<file path="config.mk">
export PLATFORM = sky130hd
export DESIGN_NAME = xor_checksum
export DESIGN_NICKNAME = d
export VERILOG_FILES = /design/src/rtl/xor_checksum.sv
export SDC_FILE = /design/constraint.sdc
export NUM_CORES = 1
export LEC_CHECK = 0
export ABC_CLOCK_PERIOD_IN_PS = 2820
export CORE_MARGIN = 2
export CORE_UTILIZATION = 50
export CTS_CLUSTER_DIAMETER = 30
export DETAILED_ROUTE_END_ITERATION = 12
export PLACE_DENSITY_LB_ADDON = 0.05
export SYNTH_ARGS = -nofsm -noshare
export SYNTH_HDL_FRONTEND = slang
export SYNTH_SLANG_ARGS = --single-unit
</file>
<file path="constraint.sdc">
create_clock -name clk -period 2.82 [get_ports clk]
set_clock_uncertainty 0.15 [all_clocks]
set_input_delay 0.282 -clock clk [delete_from_list [all_inputs] [get_ports clk]]
set_output_delay 0.282 -clock clk [all_outputs]
set_load 0.02 [all_outputs]
</file>
<file path="src/rtl/xor_checksum.sv">
// Frame checksum: XOR (optionally rotate-then-XOR) over up to FRAME_LEN beats.
// The result is held with a valid/ready handshake until the consumer takes it.
module xor_checksum #(
    parameter int              WIDTH     = 8,
    parameter int              FRAME_LEN = 16,
    parameter logic [WIDTH-1:0] SEED     = '0
) (
    input  logic                         clk,
    input  logic                         rst,
    input  logic                         mode,
    input  logic                         in_valid,
    output logic                         in_ready,
    input  logic [WIDTH-1:0]             in_data,
    input  logic                         in_last,
    output logic                         out_valid,
    input  logic                         out_ready,
    output logic [WIDTH-1:0]             out_sum,
    output logic [$clog2(FRAME_LEN):0]   out_count
);

    localparam int CW = $clog2(FRAME_LEN) + 1;

    localparam logic [0:0] ACCUM = 1'b0;
    localparam logic [0:0] HOLD  = 1'b1;

    logic [0:0]       state;
    logic [WIDTH-1:0] acc;
    logic [WIDTH-1:0] rot;
    logic [WIDTH-1:0] acc_nxt;
    logic [CW-1:0]    cnt;
    logic [CW-1:0]    cnt_nxt;
    logic             mode_q;
    logic             eff_mode;
    logic             take;
    logic             frame_end;

    // Rotate-left-by-one of the accumulator; a single bit rotates onto itself.
    generate
        if (WIDTH == 1) begin : g_rot1
            assign rot = acc;
        end else begin : g_rotn
            assign rot = {acc[WIDTH-2:0], acc[WIDTH-1]};
        end
    endgenerate

    // Next accumulator/count; the first beat of a frame supplies the mode.
    always_comb begin
        eff_mode  = (cnt == '0) ? mode : mode_q;
        acc_nxt   = (eff_mode ? rot : acc) ^ in_data;
        cnt_nxt   = cnt + 1'b1;
        take      = in_valid && (state == ACCUM);
        frame_end = take && (in_last || (cnt_nxt == CW'(FRAME_LEN)));
    end

    assign in_ready  = (state == ACCUM);
    assign out_valid = (state == HOLD);

    // Accumulate beats, capture the result at frame end, release on handshake.
    always_ff @(posedge clk) begin
        if (rst) begin
            state     <= ACCUM;
            acc       <= SEED;
            cnt       <= '0;
            mode_q    <= 1'b0;
            out_sum   <= '0;
            out_count <= '0;
        end else begin
            unique case (state)
                ACCUM: begin
                    if (take) begin
                        acc    <= acc_nxt;
                        cnt    <= cnt_nxt;
                        mode_q <= eff_mode;
                        if (frame_end) begin
                            state     <= HOLD;
                            out_sum   <= acc_nxt;
                            out_count <= cnt_nxt;
                        end
                    end
                end
                HOLD: begin
                    if (out_ready) begin
                        state <= ACCUM;
                        acc   <= SEED;
                        cnt   <= '0;
                    end
                end
                default: state <= ACCUM;
            endcase
        end
    end

endmodule

</file>
==> Word level (Yosys, flattened, before mapping) <==
Index checks and enable logic that the tools add are counted.
{ "op_classes": {"n_addsub": 1, "n_eq_ne": 3, "n_mux": 12, "n_bitwise": 2, "reduce_logical": 7} }
{ "ops": {"columns": ["operator", "n"], "rows": [
  ["8-bit two-way mux", 3],
  ["8-bit case mux with 2 select lines", 1],
  ["5-bit two-way mux", 2],
  ["5-bit case mux with 2 select lines", 1],
  ["8-bit XOR", 1],
  ["5-bit by 1-bit adder with 5-bit output (second input constant)", 1],
  ["5-bit == test (second input constant)", 1],
  ["5-bit zero test", 1],
  ["1-bit two-way mux", 4],
  ["2-bit AND reduction", 2],
  ["3-bit AND reduction", 1],
  ["1-bit logical AND", 2],
  ["2-bit by 1-bit inequality test with 1-bit output (second input constant)", 1],
  ["2-bit inequality test (second input constant)", 1],
  ["1-bit case mux with 2 select lines", 1],
  ["1-bit logical OR", 1],
  ["1-bit NOT", 1]
]} }
{ "totals": {"ff_bits": 28, "in_bits": 14, "output_inout_bits": 15, "elab_cells": 31} }

==> Logic depth before layout (Yosys ltp) <==
{ "depth": {"depth_word": 7, "mapped_depth": 7} }

==> Worst setup path after synthesis <==
No wires, ideal clock.
{ "synth_path": {"path_type": "flip-flop to flip-flop", "from": "register cnt[0]", "to": "register out_sum[6]", "arrival_ps": 1815, "required_time_ps": 2547, "setup_slack_ps": 732, "stages_incl_launch_ff": 8, "n_path_buf": 0, "period_less_slack_ps": 2088, "path_cell_list": "dfxtp_1 inv_1 ha_1 nor4b_4 mux2i_4 mux2i_1 xor2_1 o22ai_1"} }
{ "synth_via": {"elab_chain_len": 5, "word_cells_on_any_way": 9, "classes_between": "1 x add/sub; 1 x eq/ne; 2 x mux; 1 x bitwise; 4 x reduce/logical"} }
{ "synth_lines": {"columns": ["item", "line", "source"], "rows": [
  ["from (decl)", "30", "logic [CW-1:0] cnt;"],
  ["from (signal assigned)", "72", "cnt <= cnt_nxt;"],
  ["5-bit by 1-bit adder with 5-bit output", "50", "cnt_nxt = cnt + 1'b1;"],
  ["via cnt_nxt[0]", "31", "logic [CW-1:0] cnt_nxt;"],
  ["5-bit == test", "52", "frame_end = take && (in_last || (cnt_nxt == CW'(FRAME_LEN)));"],
  ["1-bit logical OR", "52", null],
  ["1-bit logical AND", "52", null],
  ["3-bit AND reduction (no line)", null, null],
  ["to (signal assigned)", "76", "out_sum <= acc_nxt;"],
  ["to (decl)", "17", "output logic [WIDTH-1:0] out_sum,"]
]} }
The timed path passes the listed nets, and every way through them passes these cells.
A chain may end at the register's enable or synchronous reset.

==> Worst setup path after layout <==
{ "layout_path": {"from": "register cnt[0]", "to": "register out_sum[0]"} }
Same word-level chain as after synthesis.

==> impl_metrics.env <==
export IMPL_grt_pass1_vias=1109
export IMPL_cts_tree="yes"
export IMPL_final_setup_tns_ps=0
export IMPL_area_growth_pct=23.7
export IMPL_first_pass_iters=4
export IMPL_portBuffers=28
export IMPL_drv_cap=0
export IMPL_die_y_um=56.7
export IMPL_initial_core_util=0.517
export IMPL_drive_above_1_share=0.0702
export IMPL_die_area_um2=3220
export IMPL_worstSetupEndpointType="flop"
export IMPL_post_synth_top_area_cell="dfxtp_1"
export IMPL_cts_resized_gates=0
export IMPL_clkLatencyLatePin_ps=320
export IMPL_ys_types=32
export IMPL_wl_um=2870
export IMPL_met1_usage=0.241
export IMPL_critPathLaunchType="flop"
export IMPL_outcome="finished, final reports clean"
export IMPL_cts_buffer_depth=2
export IMPL_yosysWarnings=0
export IMPL_vias=1118
export IMPL_synth_fp_nets=161
export IMPL_post_cts_buffers=0
export IMPL_synth_main_ff_cell="dfxtp_1"
export IMPL_viasPerCell=5.53
export IMPL_critPathKind="flop to flop"
export IMPL_avgRoutedWirePerCell_um=14.2
export IMPL_p_leak_nw=0.653
export IMPL_antenna_found_initial=0
export IMPL_synth_top_area_share=0.404
export IMPL_dp_hpwl_um=2070
export IMPL_place_gp_congestion=0.768
export IMPL_hold_viol=0
export IMPL_synth_avg_cell_area_um2=9.64
export IMPL_grt_util_met2=0.342
export IMPL_diodes=0
export IMPL_rsz0062_at_grt="no"
export IMPL_drc=0
export IMPL_clk_pin_slew_ps=150
export IMPL_arrival_ps=2420
export IMPL_ant_nets=0
export IMPL_finalMaxSlewViolations=0
export IMPL_synth_area_top_cells="dfxtp_1, mux2i_1, xor2_1"
export IMPL_hp_class="flop to flop"
export IMPL_fin_crit_sh=0.829
export IMPL_grt_pass1_wl_um=5000
export IMPL_crit_fanout=8
export IMPL_grt_max_degree=18
export IMPL_dp_cells=198
export IMPL_synthArstFlopShare=0
export IMPL_io_pins=29
export IMPL_period_needed_ps=2340
export IMPL_synth_common_cells="dfxtp_1, mux2i_1, nor2_1, xor2_1"
export IMPL_grt_usage=0.195
export IMPL_pre_cts_ws_ps=493
export IMPL_die_x_um=56.7
export IMPL_worst_pin_slew_ps=589
export IMPL_syn_area_um2=1390
export IMPL_layout_nets=189
export IMPL_cts_htree_levels=1
export IMPL_max_freq_ghz=0.428
export IMPL_cts_buffers=3
export IMPL_powerDensity_nw_per_um2=483
export IMPL_irDropWorstVdd_uv=345
export IMPL_cts_sink_count=28
export IMPL_worstPathRequired_ps=2900
export IMPL_layoutNonFillerInstCount=202
export IMPL_fin_ws_ps=482
export IMPL_core_um2=2690
export IMPL_setup_violations=0
export IMPL_yosysMostFrequentCell="dfxtp_1"
export IMPL_drt_iter0_markers=12
export IMPL_grt_ovfl_total=0
export IMPL_cts_root_buffer="clkbuf_4"
export IMPL_netlist_instances=144
export IMPL_rows=19
export IMPL_met3_usage=0.0230
export IMPL_slew_headroom=0.606
export IMPL_ys_ff_latch=28
export IMPL_cts_hold_buf=0
export IMPL_synth_edf_count=0
export IMPL_gr_max_usage_layer="met2"
export IMPL_synth_seq_area_share=0.404
## state kept, by name, indices dropped and copies added, names as in the netlist
signal	cells
out_valid	1
cnt	5
out_sum	8
acc	8
out_count	5
mode_q	1
## cells in the final DEF (no fill, tap or decap), drive strengths merged, types with 7 or more instances in the layout
cell and count:
dfxtp 28, clkdlybuf4s50 28, mux2i 11, xor2 10, nor2 10, o21ai 10, nand2b 10, o22ai 8
nand4b 8, nand2 7, a21oi 7
## path summary, 6_finish.rpt
kind	start	endpoint	slack [ps]	depth (start not counted)
setup / recovery	cnt[0]$_SDFFE_PP0P_	out_sum[0]$_SDFFE_PP0P_	480	7
hold / removal	out_count[3]$_SDFFE_PP0P_	out_count[3]$_SDFFE_PP0P_	330	2
setup reg to reg	cnt[0]$_SDFFE_PP0P_	out_sum[0]$_SDFFE_PP0P_	480	7
hold reg to reg	out_count[3]$_SDFFE_PP0P_	out_count[3]$_SDFFE_PP0P_	330	2
## where the power goes
| group | switching, mW | total [mW] | internal (mW) |
|---|---|---|---|
| Sequential | 0.0198 | 0.443 | 0.423 |
| Combinational | 0.0938 | 0.187 | 0.0930 |
| Clock | 0.121 | 0.200 | 0.0790 |
| Total | 0.235 | 0.830 | 0.595 |
## critical path, stage by stage, from the launching register on
cell	delay, ps
dfxtp_1	380
inv_1	110
ha_1	150
nor4b_4	320
mux2i_4	510
mux2i_1	290
xor2_1	230
o22ai_1	110
## per-layer routing
| layer | vias up | wire length (um) |
|---|---|---|
| met1 | 532 | 1350 |
| met3 | 2 | 86 |
| met5 | - | 0 |
| li1 | 564 | - |
| met4 | 0 | 16 |
| met2 | 20 | 1420 |
## logic make-up (layout without fill, tap and decap cells)
kind of cell	Yosys count	count (layout)	share of synthesized area
AO/OA/AOI/OAI	33	33	0.158
XOR/XNOR	12	12	0.0757
adder cells (fa/ha/maj)	3	3	0.0270
buffers and inverters	13	40	0.0513
flip-flops	28	28	0.404
multiplexers	11	11	0.0883
AND/OR/NAND/NOR	44	44	0.196
## final cells by class
| cell class | count | area [um2] |
|---|---|---|
| Inverter | 4 | 15.0 |
| Fill cell | 250 | 968 |
| Timing Repair Buffer | 32 | 310 |
| Clock buffer | 4 | 36.3 |
| Tap cell | 31 | 38.8 |
| Multi-Input combinational cell | 103 | 757 |
| Sequential cell | 28 | 561 |
## metrics by stage
step                      power [mW]  utilization  hold slack, ps  instance area (um2)
final                          0.830        0.639             328                 1720
after global routing           0.867        0.639             359                 1720
after CTS                      0.839        0.639             334                 1720
after detailed placement       0.638        0.626             314                 1680
after global placement         0.634        0.626             301                 1680
after floorplan                0.568            -             279                 1390
(Power assumes the default switching activity.)
